==> config.mk <==
export PLATFORM = sky130hd
export DESIGN_NAME = multi_channel_solar_monitor
export DESIGN_NICKNAME = d
export VERILOG_FILES = /design/src/rtl/multi_channel_solar_monitor.sv
export SDC_FILE = /design/constraint.sdc
export NUM_CORES = 1
export LEC_CHECK = 0
export ABC_CLOCK_PERIOD_IN_PS = 11400
export BUFFER_PORTS_ARGS = -buffer_cell sky130_fd_sc_hd__buf_4
export CAP_MARGIN = 30
export CORE_MARGIN = 2
export CORE_UTILIZATION = 33
export CTS_CLUSTER_DIAMETER = 100
export DETAILED_ROUTE_END_ITERATION = 16
export HOLD_SLACK_MARGIN = 0.12
export PLACE_DENSITY_LB_ADDON = 0.3
export SYNTH_ARGS = -nofsm -noshare
export SYNTH_HDL_FRONTEND = slang
export SYNTH_SLANG_ARGS = --single-unit
==> constraint.sdc <==
create_clock -name clk -period 11.4 [get_ports clk]
set_clock_uncertainty 0.2 [all_clocks]
set_input_delay 1.71 -clock clk [delete_from_list [all_inputs] [get_ports clk]]
set_output_delay 1.71 -clock clk [all_outputs]
set_load 0.02 [all_outputs]
==> src/rtl/multi_channel_solar_monitor.sv <==
// multi_channel_solar_monitor
// Monitors N_CH panel strings sharing one temperature sensor. Each accepted
// snapshot is scanned one channel per cycle through a single shared
// multiplier and accumulated over 2^AVG_LOG2 snapshots. At the end of each
// window one averaged record per channel is streamed over valid/ready, with a
// running total-power sum (meaningful on the last record), per-channel
// under-power alarms and a shared over-temperature alarm.
//
// Ports:
//   clk, reset                  clock, synchronous active-low reset
//   sample_valid/sample_ready   snapshot handshake (ready only in IDLE)
//   voltage, current            packed per-channel words, ch k at [k*DATA_W +: DATA_W]
//   temperature                 shared temperature
//   temp_limit, power_min       alarm thresholds, sampled while reporting
//   out_valid/out_ready         record handshake
//   out_ch, out_last            record channel, last-channel flag
//   *_display                   averaged record fields
//   total_power_display         sum of averaged powers, valid with out_last
//   alarm, ot_alarm             under-power (per channel) / over-temperature
//   peak_power_display          peak averaged power of out_ch
//
// Optional feature macro: PEAK_HOLD_EN (per-channel peak hold of averaged
// power). Without it peak_power_display is tied to 0.
module multi_channel_solar_monitor #(
  parameter int N_CH      = 4,
  parameter int DATA_W    = 12,
  parameter int AVG_LOG2  = 3,
  parameter int ALARM_CNT = 4,
  localparam int CH_W     = $clog2(N_CH)
) (
  input  logic                     clk,
  input  logic                     reset,
  input  logic                     sample_valid,
  output logic                     sample_ready,
  input  logic [N_CH*DATA_W-1:0]   voltage,
  input  logic [N_CH*DATA_W-1:0]   current,
  input  logic [DATA_W-1:0]        temperature,
  input  logic [DATA_W-1:0]        temp_limit,
  input  logic [DATA_W-1:0]        power_min,
  output logic                     out_valid,
  input  logic                     out_ready,
  output logic [CH_W-1:0]          out_ch,
  output logic                     out_last,
  output logic [DATA_W-1:0]        voltage_display,
  output logic [DATA_W-1:0]        current_display,
  output logic [DATA_W-1:0]        power_display,
  output logic [DATA_W-1:0]        temperature_display,
  output logic [DATA_W+CH_W-1:0]   total_power_display,
  output logic [N_CH-1:0]          alarm,
  output logic                     ot_alarm,
  output logic [DATA_W-1:0]        peak_power_display
);
  localparam int ACC_W = DATA_W + AVG_LOG2;
  localparam int CNT_W = $clog2(ALARM_CNT + 1);
  localparam int TOT_W = DATA_W + CH_W;
  localparam logic [CH_W-1:0] LAST_CH = CH_W'(N_CH - 1);

  typedef enum logic [1:0] {IDLE, SCAN, REPORT} state_t;

  state_t                         state_q;
  logic [CH_W-1:0]                ch_q;
  logic [N_CH-1:0][DATA_W-1:0]    v_q, i_q;
  logic [DATA_W-1:0]              t_q;
  logic [N_CH-1:0][ACC_W-1:0]     accv_q, acci_q, accp_q;
  logic [ACC_W-1:0]               acct_q;
  logic [AVG_LOG2-1:0]            snap_q;
  logic [N_CH-1:0][CNT_W-1:0]     cnt_q;
  logic [N_CH-1:0]                alarm_q;
  logic                           ot_q, out_valid_q, out_last_q;
  logic [DATA_W-1:0]              vdisp_q, idisp_q, pdisp_q, tdisp_q;
  logic [TOT_W-1:0]               tot_q;

  // Shared multiplier; channel power is the truncated upper half.
  logic [2*DATA_W-1:0]            prod_d;
  logic [DATA_W-1:0]              pwr_d;
  assign prod_d = (2*DATA_W)'(v_q[ch_q]) * (2*DATA_W)'(i_q[ch_q]);
  assign pwr_d  = DATA_W'(prod_d >> DATA_W);

  // Window averages are plain right-shifts of the accumulators.
  logic [N_CH-1:0][DATA_W-1:0]    avg_v, avg_i, avg_p;
  logic [DATA_W-1:0]              avg_t;
  always_comb begin
    for (int k = 0; k < N_CH; k++) begin
      avg_v[k] = accv_q[k][ACC_W-1:AVG_LOG2];
      avg_i[k] = acci_q[k][ACC_W-1:AVG_LOG2];
      avg_p[k] = accp_q[k][ACC_W-1:AVG_LOG2];
    end
    avg_t = acct_q[ACC_W-1:AVG_LOG2];
  end

  // A record is loaded when the window closes (ch 0) and on each non-last
  // accept (next channel).
  logic            ld_en;
  logic [CH_W-1:0] ld_ch;
  assign ld_en = (state_q == SCAN && ch_q == LAST_CH && (&snap_q)) ||
                 (state_q == REPORT && out_ready && !out_last_q);
  assign ld_ch = (state_q == REPORT) ? ch_q + 1'b1 : '0;

  always_ff @(posedge clk) begin
    if (!reset) begin
      state_q <= IDLE;     ch_q    <= '0;
      v_q     <= '0;       i_q     <= '0;  t_q    <= '0;
      accv_q  <= '0;       acci_q  <= '0;  accp_q <= '0;  acct_q <= '0;
      snap_q  <= '0;       cnt_q   <= '0;  alarm_q <= '0; ot_q <= 1'b0;
      out_valid_q <= 1'b0; out_last_q <= 1'b0;
      vdisp_q <= '0; idisp_q <= '0; pdisp_q <= '0; tdisp_q <= '0; tot_q <= '0;
    end else begin
      if (ld_en) begin
        vdisp_q <= avg_v[ld_ch];
        idisp_q <= avg_i[ld_ch];
        pdisp_q <= avg_p[ld_ch];
        tdisp_q <= avg_t;
        out_last_q <= (ld_ch == LAST_CH);
        tot_q <= (state_q == REPORT) ? tot_q + TOT_W'(avg_p[ld_ch]) : TOT_W'(avg_p[ld_ch]);
      end
      case (state_q)
        IDLE: if (sample_valid) begin
          v_q <= voltage; i_q <= current; t_q <= temperature;
          ch_q <= '0;
          state_q <= SCAN;
        end
        SCAN: begin
          accv_q[ch_q] <= accv_q[ch_q] + ACC_W'(v_q[ch_q]);
          acci_q[ch_q] <= acci_q[ch_q] + ACC_W'(i_q[ch_q]);
          accp_q[ch_q] <= accp_q[ch_q] + ACC_W'(pwr_d);
          if (ch_q == '0) acct_q <= acct_q + ACC_W'(t_q);
          if (ch_q == LAST_CH) begin
            snap_q <= snap_q + 1'b1;
            ch_q   <= '0;
            if (&snap_q) begin
              state_q     <= REPORT;
              out_valid_q <= 1'b1;
            end else begin
              state_q <= IDLE;
            end
          end else begin
            ch_q <= ch_q + 1'b1;
          end
        end
        REPORT: if (out_ready) begin
          if (out_last_q) begin
            state_q <= IDLE; out_valid_q <= 1'b0; out_last_q <= 1'b0;
            ch_q <= '0;
            accv_q <= '0; acci_q <= '0; accp_q <= '0; acct_q <= '0;
            // Saturating low-power counters; any good window clears at once.
            for (int k = 0; k < N_CH; k++) begin
              if (avg_p[k] < power_min) begin
                alarm_q[k] <= (cnt_q[k] >= CNT_W'(ALARM_CNT - 1));
                if (cnt_q[k] < CNT_W'(ALARM_CNT)) cnt_q[k] <= cnt_q[k] + 1'b1;
              end else begin
                cnt_q[k]   <= '0;
                alarm_q[k] <= 1'b0;
              end
            end
            ot_q <= (avg_t > temp_limit);
          end else begin
            ch_q <= ch_q + 1'b1;
          end
        end
        default: state_q <= IDLE;
      endcase
    end
  end

`ifdef PEAK_HOLD_EN
  logic [N_CH-1:0][DATA_W-1:0] peak_q;
  logic [DATA_W-1:0]           pkdisp_q;
  // Peak is folded in as the record loads, so it is never below power_display.
  always_ff @(posedge clk) begin
    if (!reset) begin
      peak_q   <= '0;
      pkdisp_q <= '0;
    end else if (ld_en) begin
      if (avg_p[ld_ch] > peak_q[ld_ch]) begin
        peak_q[ld_ch] <= avg_p[ld_ch];
        pkdisp_q      <= avg_p[ld_ch];
      end else begin
        pkdisp_q <= peak_q[ld_ch];
      end
    end
  end
  assign peak_power_display = pkdisp_q;
`else
  assign peak_power_display = '0;
`endif

  assign sample_ready        = (state_q == IDLE);
  assign out_valid           = out_valid_q;
  assign out_ch              = ch_q;
  assign out_last            = out_last_q;
  assign voltage_display     = vdisp_q;
  assign current_display     = idisp_q;
  assign power_display       = pdisp_q;
  assign temperature_display = tdisp_q;
  assign total_power_display = tot_q;
  assign alarm               = alarm_q;
  assign ot_alarm            = ot_q;
endmodule

==> flow_summary.ini <==
[status]
status = completed

[place]
port_buffers = 207
dpl.cell_count = 3872
dp_slack_ns = 2.82
hpwl_mm = 53.3
gp_congestion = 0.838
placed_cell_area_mm2 = 0.0270

[logic_synthesis]
netlist.area_leader.share_pct = 31.7
yosysSeqAreaShare_pct = 31.7
post-synth-top-area-cell = dfxtp_1
synth_common_cells = nand2_1 (519), dfxtp_1 (391), a21oi_1 (237)
yosysWarnings = 0
synth.most_common_cell = nand2_1
synth_area_leaders = dfxtp_1 (32%), ha_1 (9.7%), fa_1 (8.4%)
synth_edf_count = 0
synth.distinct_cells = 73
synth_area_mm2 = 0.0247
synth_top_flop_cell = dfxtp_1
synthArstFlopShare_pct = 0
syn_inst = 2858
synth_seq_cells = 391
syn_avg_cell_area_um2 = 8.64

[flow_run]
maxCapViolCount = 0

[grt]
grt_pass1_vias = 20359
grt_overflow_total = 0
grt_first_pass_wirelength_mm = 118
grt_start_max_net_pins = 124
antenna_found_initial = 0
grtUsageTotal_pct = 19.2

[floorplan]
pin_count = 220
die_area_mm2 = 0.0770
start_util_pct = 33.2
rows = 100
die_x_um = 278
dieHeight_um = 278
core_area_mm2 = 0.0743

[drt]
drt-initial-drc-count = 1478
drt-total-wl_mm = 75.6
drt-pass1-iter-count = 5
avgRoutedWirePerCell_um = 19.1
vias = 20885
drtAntennaViolNets = 0
drc_errors = 0
viasPerCell = 5.27

[setup_path]
cpMostUsedCell = fa_1
crit_path_max_fanout = 39
worstPathRequired_ns = 11.69
r2r_slack_ns = 2.79
slowest_stage = dfxtp_4
cp.buffers_inverters = 2
cp_top_family = adder cells
crit_path_end_kind = register
worstSetupStartpointType = register
critical-path-max-stage-delay_ns = 0.77
crit_type = register to register
critPathArrivalTime_ns = 8.90

[min_path]
hp-class = register to register

[sta]
final.period_utilization_pct = 75.5
period_needed_ns = 8.61
drv_slew = 0
setup_tns_ns = 0
hold_violations = 0
grt_setup_unrepaired = false
worst_pin_slew_ns = 1.14
setup_viol = 0
fin_hold_ws_ns = 0.252
layout_setup_ws_ns = 2.79
maxSlewHeadroom_pct = 23.5
max_freq_mhz = 116

[clock_tree]
cts_buffer_depth = 3
cts_tree = built
postCtsSetupRepairBufs = 0
htree_levels = 2
clk_pin_slew_worst_paths_ns = 0.06
clkLatencyLatePin_ns = 0.62
clockRootBuffer = clkbuf_16
cts_hold_buffers = 0
clock_sinks = 391
cts_resized = 0
numCtsBuffers = 48

[layout]
final_area_mm2 = 0.0287
drive_gt1_share_pct = 14.0
antenna_cells = 0
nFillCells = 7644
nNetsFinal = 3385
area_growth_pct = 16.2
finalNonFillerCells = 3963

[power]
ir_drop_v = 0.000100
p_leak_nw = 12.2
pwr_density_cell_mw_per_mm2 = 125
==> state kept, by name (all words and copies together), names as in the netlist <==
| register | cells |
|---|---|
| t_q | 12 |
| current_display | 12 |
| snap_q | 3 |
| total_power_display | 14 |
| accp_q | 60 |
| alarm | 4 |
| acci_q | 60 |
| acct_q | 15 |
| out_last | 1 |
| v_q | 48 |
| out_valid | 1 |
| state_q | 2 |
| cnt_q | 12 |
| accv_q | 60 |
| i_q | 48 |
| power_display | 12 |
| voltage_display | 12 |
| temperature_display | 12 |
| out_ch | 2 |
| ot_alarm | 1 |
==> report_power, final <==
group	total, W	internal [W]	leakage [nW]	switching, W
sequential	0.00144	0.00141	3.17	0.0000355
combinational	0.000521	0.000185	8.18	0.000336
clock	0.00163	0.000964	0.823	0.000666
total	0.00359	0.00256	12.2	0.00104
==> path summary, 6_finish.rpt <==
check / endpoint / cells after the start / startpoint
setup reg to reg: accp_q[58]$_SDFFE_PN0P_ / 27 / out_ch[1]$_SDFFE_PN0P_
setup / recovery: accp_q[58]$_SDFFE_PN0P_ / 27 / out_ch[1]$_SDFFE_PN0P_
hold / removal: power_display[0]$_SDFFE_PN0N_ / 2 / power_display[0]$_SDFFE_PN0N_
hold reg to reg: power_display[0]$_SDFFE_PN0N_ / 2 / power_display[0]$_SDFFE_PN0N_
==> area by class of cell <==
type	count	area (um2)	share of cell area, %
clock buffers	64	1390	4.86
clock inverters	26	308	1.07
inverters	183	697	2.43
multi-input cells	2103	15500	54.1
flip-flops and latches	391	7840	27.3
well taps	969	1210	4.22
repair buffers	227	1740	6.05
==> routing by layer <==
metal	vias up	global-route usage, %	routed length [um]
met4	0	5.16	1560
met2	515	32.2	36100
li1	10103	-	-
met5	-	0	0
met3	90	2.36	3900
met1	10177	26.1	34100
==> worst register-to-register path, cell delays in order, from the launching register on <==
cell and delay [ns]:
dfxtp_4 0.77, mux4_2 0.80, and2_1 0.23, fa_1 0.51
fa_1 0.53, fa_1 0.52, fa_1 0.54, inv_1 0.05
fa_1 0.55, inv_1 0.05, ha_1 0.36, a21o_1 0.20
a21o_1 0.17, a21oi_1 0.23, nor2b_1 0.08, o21a_1 0.18
a211oi_2 0.31, o21bai_1 0.12, xor2_1 0.15, ha_1 0.34
o21a_1 0.20, o21ai_0 0.21, nor2_1 0.07, and3_1 0.20
o31a_1 0.29, o21ai_0 0.21, xor2_1 0.30, o21ai_0 0.13
==> cell usage in the layout, fill, tap and decap left out, types with 12 or more instances in the layout <==
master / Yosys / final
conb_1: 1 / 12
xor2_1: 21 / 21
ha_1: 191 / 191
a21o_1: 40 / 40
nand2_1: 519 / 517
xnor2_1: 47 / 47
nor3_1: 28 / 27
nand2b_1: 15 / 15
fa_1: 104 / 104
mux4_2: 70 / 70
clkbuf_16: 0 / 50
buf_4: 12 / 225
nor2b_1: 48 / 48
nor2_1: 218 / 209
nand3_1: 21 / 21
a22o_1: 33 / 33
nand4_1: 12 / 12
a311oi_1: 26 / 26
o21ai_0: 86 / 86
a211oi_1: 50 / 50
a31oi_1: 16 / 16
dfxtp_1: 391 / 389
a22oi_1: 114 / 114
o21a_1: 12 / 12
and2_1: 55 / 54
inv_1: 180 / 180
a21oi_1: 237 / 237
==> through the flow <==
step	total power [W]	util (%)
CTS	0.00363	38.6
finish	0.00359	38.6
global placement	0.00199	36.3
detailed placement	0.00199	36.3
floorplan	0.00181	-
global route	0.00375	38.6
==> logic make-up after synthesis <==
family,count (synthesis),share of synthesized area (%)
buf+inv,375,5.98
other cells,1,0.0152
fa+ha+maj,295,18.1
xor+xnor,68,2.41
mux,80,6.79
flops,391,31.7
simple gates,960,16.7
compound gates,688,18.3
No activity file was read; power rests on OpenSTA's default activity.
